## config.mk

```make
export PLATFORM = sky130hd
export DESIGN_NAME = taillamp_seq
export DESIGN_NICKNAME = d
export VERILOG_FILES = /design/src/rtl/taillamp_pkg.sv /design/src/rtl/taillamp_seq_step_divider.sv /design/src/rtl/taillamp_seq.sv
export SDC_FILE = /design/constraint.sdc
export NUM_CORES = 1
export LEC_CHECK = 0
export ABC_AREA = 0
export CAP_MARGIN = 15
export CORE_AREA = 2 2 45 47
export CTS_CLUSTER_SIZE = 25
export DETAILED_ROUTE_END_ITERATION = 16
export DIE_AREA = 0 0 47 49
export MAX_ROUTING_LAYER = met4
export PLACE_DENSITY_LB_ADDON = 0.15
export SETUP_SLACK_MARGIN = 0.2
export SKIP_CTS_REPAIR_TIMING = 1
export SYNTH_ARGS = -nofsm -noshare
export SYNTH_HDL_FRONTEND = slang
export SYNTH_SLANG_ARGS = --single-unit
```

## constraint.sdc

```tcl
create_clock -name CLK -period 2.2 [get_ports CLK]
set_input_delay 0.44 -clock CLK [delete_from_list [all_inputs] [get_ports CLK]]
set_output_delay 0.44 -clock CLK [all_outputs]
set_load 0.02 [all_outputs]
```

## src/rtl/taillamp_pkg.sv

```systemverilog
// Shared types and helpers for the tail-lamp sequencer.
// The optional TAILLAMP_DIM_EN running light uses DIM_PERIOD from here.
package taillamp_pkg;

    typedef enum logic [1:0] {
        MODE_IDLE  = 2'd0,
        MODE_LEFT  = 2'd1,
        MODE_RIGHT = 2'd2,
        MODE_HAZ   = 2'd3
    } mode_t;

    localparam int unsigned DIM_PERIOD = 8;
    localparam int unsigned MASK_W     = 32;

    // Inner-first fill: bit 0 is the innermost lamp; step >= n gives all off.
    function automatic logic [MASK_W-1:0] sweep_mask(input int unsigned step, input int unsigned n);
        logic [MASK_W-1:0] m;
        m = {MASK_W{1'b0}};
        for (int unsigned i = 0; i < MASK_W; i++) begin
            m[i] = (step < n) && (i <= step);
        end
        return m;
    endfunction

endpackage

```

## src/rtl/taillamp_seq_step_divider.sv

```systemverilog
// Step prescaler: emits a one-clock tick every DIV clocks unless cleared.
module step_divider #(
    parameter int DIV = 4
) (
    input  logic CLK,
    input  logic RST_N,
    input  logic clr,
    output logic tick
);

    localparam int DW = (DIV > 1) ? $clog2(DIV) : 1;
    localparam logic [DW-1:0] DIV_LAST = DW'(DIV - 1);

    logic [DW-1:0] div_r;

    // Prescale counter, held at zero while cleared
    always_ff @(posedge CLK or negedge RST_N) begin
        if (!RST_N) begin
            div_r <= {DW{1'b0}};
        end else if (clr) begin
            div_r <= {DW{1'b0}};
        end else if (div_r == DIV_LAST) begin
            div_r <= {DW{1'b0}};
        end else begin
            div_r <= div_r + DW'(1);
        end
    end

    assign tick = (div_r == DIV_LAST) && !clr;

endmodule

```

## src/rtl/taillamp_seq.sv

```systemverilog
// Tail-lamp sequencer: turn sweep, hazard flash and brake overlay, registered outputs.
// Optional `TAILLAMP_DIM_EN adds a 1/8-duty running light for otherwise-dark lamps.
module taillamp_seq
    import taillamp_pkg::*;
#(
    parameter int N_LAMP = 3,
    parameter int DIV    = 4
) (
    input  logic                CLK,
    input  logic                RST_N,
    input  logic                HAZ,
    input  logic                LEFT,
    input  logic                RIGHT,
    input  logic                BRAKE,
    output logic [2*N_LAMP-1:0] lamp
);

    localparam int SW = $clog2(N_LAMP + 1);
    localparam logic [SW-1:0] STEP_LAST = SW'(N_LAMP);

    mode_t             mode_r;
    mode_t             mode_s;
    logic              chg_s;
    logic              clr_s;
    logic              tick_s;
    logic [SW-1:0]     step_r;
    logic [SW-1:0]     step_nxt_s;
    logic              phase_r;
    logic              phase_nxt_s;
    logic              dim_s;
    logic [N_LAMP-1:0] sweep_s;
    logic [N_LAMP-1:0] sweep_rev_s;
    logic [N_LAMP-1:0] fill_s;
    logic [2*N_LAMP-1:0] lamp_nxt_s;

    // Request decode with hazard taking priority
    always_comb begin
        mode_s = MODE_IDLE;
        if (HAZ || (LEFT && RIGHT)) begin
            mode_s = MODE_HAZ;
        end else if (LEFT) begin
            mode_s = MODE_LEFT;
        end else if (RIGHT) begin
            mode_s = MODE_RIGHT;
        end else begin
            mode_s = MODE_IDLE;
        end
    end

    assign chg_s = (mode_s != mode_r);
    // IDLE keeps the prescaler parked so step/div stay at zero
    assign clr_s = chg_s || (mode_s == MODE_IDLE);

    step_divider #(.DIV(DIV)) u_div (
        .CLK   (CLK),
        .RST_N (RST_N),
        .clr   (clr_s),
        .tick  (tick_s)
    );

`ifdef TAILLAMP_DIM_EN
    localparam int DIM_W = $clog2(DIM_PERIOD);
    logic [DIM_W-1:0] dim_cnt_r;

    // Free-running running-light phase counter
    always_ff @(posedge CLK or negedge RST_N) begin
        if (!RST_N) begin
            dim_cnt_r <= {DIM_W{1'b0}};
        end else begin
            dim_cnt_r <= dim_cnt_r + DIM_W'(1);
        end
    end

    assign dim_s = (dim_cnt_r == {DIM_W{1'b0}});
`else
    assign dim_s = 1'b0;
`endif

    // Next step/phase: restart on mode change, advance on prescaler tick
    always_comb begin
        step_nxt_s  = step_r;
        phase_nxt_s = phase_r;
        if (chg_s) begin
            step_nxt_s  = {SW{1'b0}};
            phase_nxt_s = 1'b1;
        end else if (tick_s) begin
            step_nxt_s  = (step_r == STEP_LAST) ? {SW{1'b0}} : step_r + SW'(1);
            phase_nxt_s = !phase_r;
        end else begin
            step_nxt_s  = step_r;
            phase_nxt_s = phase_r;
        end
    end

    // Lamp pattern from next-state values so the register holds the new pattern
    always_comb begin
        sweep_s     = N_LAMP'(sweep_mask(32'(step_nxt_s), 32'(N_LAMP)));
        sweep_rev_s = {N_LAMP{1'b0}};
        for (int i = 0; i < N_LAMP; i++) begin
            sweep_rev_s[i] = sweep_s[N_LAMP-1-i];
        end
        fill_s     = (BRAKE || dim_s) ? {N_LAMP{1'b1}} : {N_LAMP{1'b0}};
        lamp_nxt_s = {(2*N_LAMP){1'b0}};
        case (mode_s)
            MODE_LEFT:  lamp_nxt_s = {sweep_s, fill_s};
            MODE_RIGHT: lamp_nxt_s = {fill_s, sweep_rev_s};
            MODE_HAZ:   lamp_nxt_s = {(2*N_LAMP){phase_nxt_s}};
            MODE_IDLE:  lamp_nxt_s = {(2*N_LAMP){BRAKE || dim_s}};
            default:    lamp_nxt_s = {(2*N_LAMP){1'b0}};
        endcase
    end

    // Sequencer state and registered lamp drive
    always_ff @(posedge CLK or negedge RST_N) begin
        if (!RST_N) begin
            mode_r  <= MODE_IDLE;
            step_r  <= {SW{1'b0}};
            phase_r <= 1'b1;
            lamp    <= {(2*N_LAMP){1'b0}};
        end else begin
            mode_r  <= mode_s;
            step_r  <= step_nxt_s;
            phase_r <= phase_nxt_s;
            lamp    <= lamp_nxt_s;
        end
    end

endmodule

```

==> results <==
==> power by group <==
group	switching (mW)	leakage, nW	total (mW)	internal (mW)
Sequential	0.00690	0.148	0.261	0.254
Combinational	0.0723	0.356	0.141	0.0691
Clock	0.0848	0.0150	0.155	0.0705
Total	0.164	0.519	0.557	0.393
==> area by class of cell <==
type	instances	area share (%)
flip-flops and latches	13	27.05
repair buffers	31	22.18
inverters	6	1.865
well taps	27	2.798
clock buffers	4	2.176
multi-input cells	58	43.94
==> state kept, by name (all words and copies together), names as in the netlist <==
| name | count |
|---|---|
| lamp | 6 |
| phase_r | 1 |
| mode_r | 2 |
| u_div.div_r | 2 |
| step_r | 2 |
==> worst paths after layout <==
kind / startpoint / endpoint / cells after the start
max: mode_r[0] / lamp[5] / 11
min: u_div.div_r[0] / u_div.div_r[0] / 1
max reg2reg: mode_r[0] / lamp[5] / 11
min reg2reg: u_div.div_r[0] / u_div.div_r[0] / 1
max in group asynchronous: RST_N / lamp[0] / 1
min in group asynchronous: RST_N / mode_r[0] / 1
==> per-layer routing <==
layer / share of wire [%] / GRT usage, %
met5: 0 / -
met4: 1.1 / 6.481
met3: 3.2 / 4.815
met2: 53 / 29.45
met1: 43 / 24.59
==> cells by family (layout without fill, tap and decap cells) <==
family,after synthesis,in the layout,synth area share (%)
adders and majority gates,4,4,6.192
buffers and inverters,8,41,4.798
AOI/OAI and AO/OA,21,21,24.46
DFF,13,13,40.40
muxes,3,3,5.263
xor gates and xnor gates,1,1,1.084
and+or+nand+nor,29,29,17.80
==> stage by stage <==
step	utilization [%]	total power [mW]	worst slack (ns)
2_1_floorplan	-	0.3329	-0.2837
3_3_place_gp	57.88	0.3921	-0.6236
3_5_place_dp	57.88	0.3947	-0.6317
4_1_cts	59.31	0.5506	-0.3371
5_1_grt	65.56	0.5903	-0.2743
6_report	65.56	0.5573	-0.1760
==> placed cells by master (no fill, tap or decap), drive strengths merged, types with 2 or more instances in the layout <==
master         Yosys  layout
a211oi             3       3
and3               2       2
buf                2      20
clkbuf             0       4
clkdlybuf4s50      0       8
dfrtp             12      12
dlymetal6s2s       0       3
ha                 4       4
inv                6       6
mux2i              3       3
nand2              3       3
nor2              10      10
nor2b              2       2
nor3               7       7
o21ai              7       7
o221ai             2       2
or2                2       2
==> flow_summary.toml <==
[finish]
regArea_um2 = 326.6
fin_area_mm2 = 0.001207
layout.cells.non_filler = 139
drive_above_1_share_pct = 42.86
num-fill-cells = 150
multi_input_area_um2 = 530.5
fin_nets = 123
area_growth_pct = 49.38
n_antenna_cell = 0

[synth]
syn_area_um2 = 808.3
yosys.area.top_type = "dfrtp_1"
netlist_instances = 79
synth_top_area_share_pct = 37.15
synth_nets = 89
yosys_most_used_dff = "dfrtp_1"
syn_avg_cell_area_um2 = 10.23
yosysUniqueCellTypes = 32
ys_seq_elements = 13
ys_top_cells_by_count = "dfrtp_1 (12), nor2_1 (10), nor3_1 (7)"
synth_edf_count = 0
synth_async_sr_flop_share_pct = 100.0
seq_area_frac_synth_pct = 40.40
synthTopCellsByArea = "dfrtp_1 (37%), ha_1 (6.2%), nor2_1 (4.6%), nor3_1 (4.3%), a221oi_4 (3.3%)"
synth_most_common_cell = "dfrtp_1"
ys_warn_count = 0

[floorplanning]
die_area_mm2 = 0.002303
ios = 12
die_x_um = 47
die_height_um = 49
initial_core_util_pct = 43.89
core_mm2 = 0.001842
rows = 16

[place]
io_buffers = 11
routabilityCongestion = 0.8475
dp.final_hpwl_mm = 1.398
dp.cells = 132
place_area_mm2 = 0.001066

[critical_path]
crit_fanout = 3
crit_chain = "or3_4, a221oi_4, o21ai_4, mux2i_1, or2_1, ha_4, inv_2, nor2_4, o21a_1, o31ai_1, o21ai_1"
crit_family = "compound AO/OA/AOI/OAI gates"
worst_ep_required_time_ns = 2.36
r2r_slack_ns = -0.18
critPathSlowestCell = "or3_4"
path_class = "register to register"
setup.worst_path.start_class = "register"
critical_path.max_stage_delay_ns = 0.42
worstSetupEndpointType = "register"
worstPathArrival_ns = 2.54
path_buf_inv = 1

[sta]
tns_ns = -0.8367
fin_crit_sh_pct = 108.0
hold_viol = 0
rsz0062_at_grt = "true"
post-route-min-period_ns = 2.376
slew_viol_final = 0
setup_ws_ns = -0.1760
max_slew_margin_pct = 60.06
setup_viol = 6
max_slew.worst_pin.slew_ns = 0.5972
clock_skew_ns = 0.01058
fmax_mhz = 420.9
hold_ws_ns = 0.4412

[outcome]
failed_checks = "negative setup slack"
outcome = "finished with violations"

[global_routing]
grt_max_degree = 14
grt_pass1_vias = 716
grt_pass1_wl_mm = 3.091
overflow = 0
antenna_found_initial = 0
grt_usage_pct = 19.34

[cts]
cts_max_level = 1
cts_made_buffers = 3
clockRootBuffer = "clkbuf_4"
clockBufferDepth = 2
clock_latency_ns = 0.29
cts_tree = "done"
clk_pin_slew_worst_paths_ns = 0.09
cts.sinks = 13

[power_and_ir_drop]
cellPowerDensity_mw_per_mm2 = 461.6
vdd_drop_max_mv = 0.3584
p_leak_nw = 0.5187

[drt]
ant_nets = 0
dr.pass1.iters = 4
drc = 0
dr_total_vias = 738
wl_mm = 2.041
wl_per_cell_um = 14.68
drt_iter0_markers = 13
avgViaCountPerCell = 5.309

[hold_path]
hold_path_class = "register to register"

[run]
drv_cap = 0
Note: power is estimated with default switching activity, not from simulation.
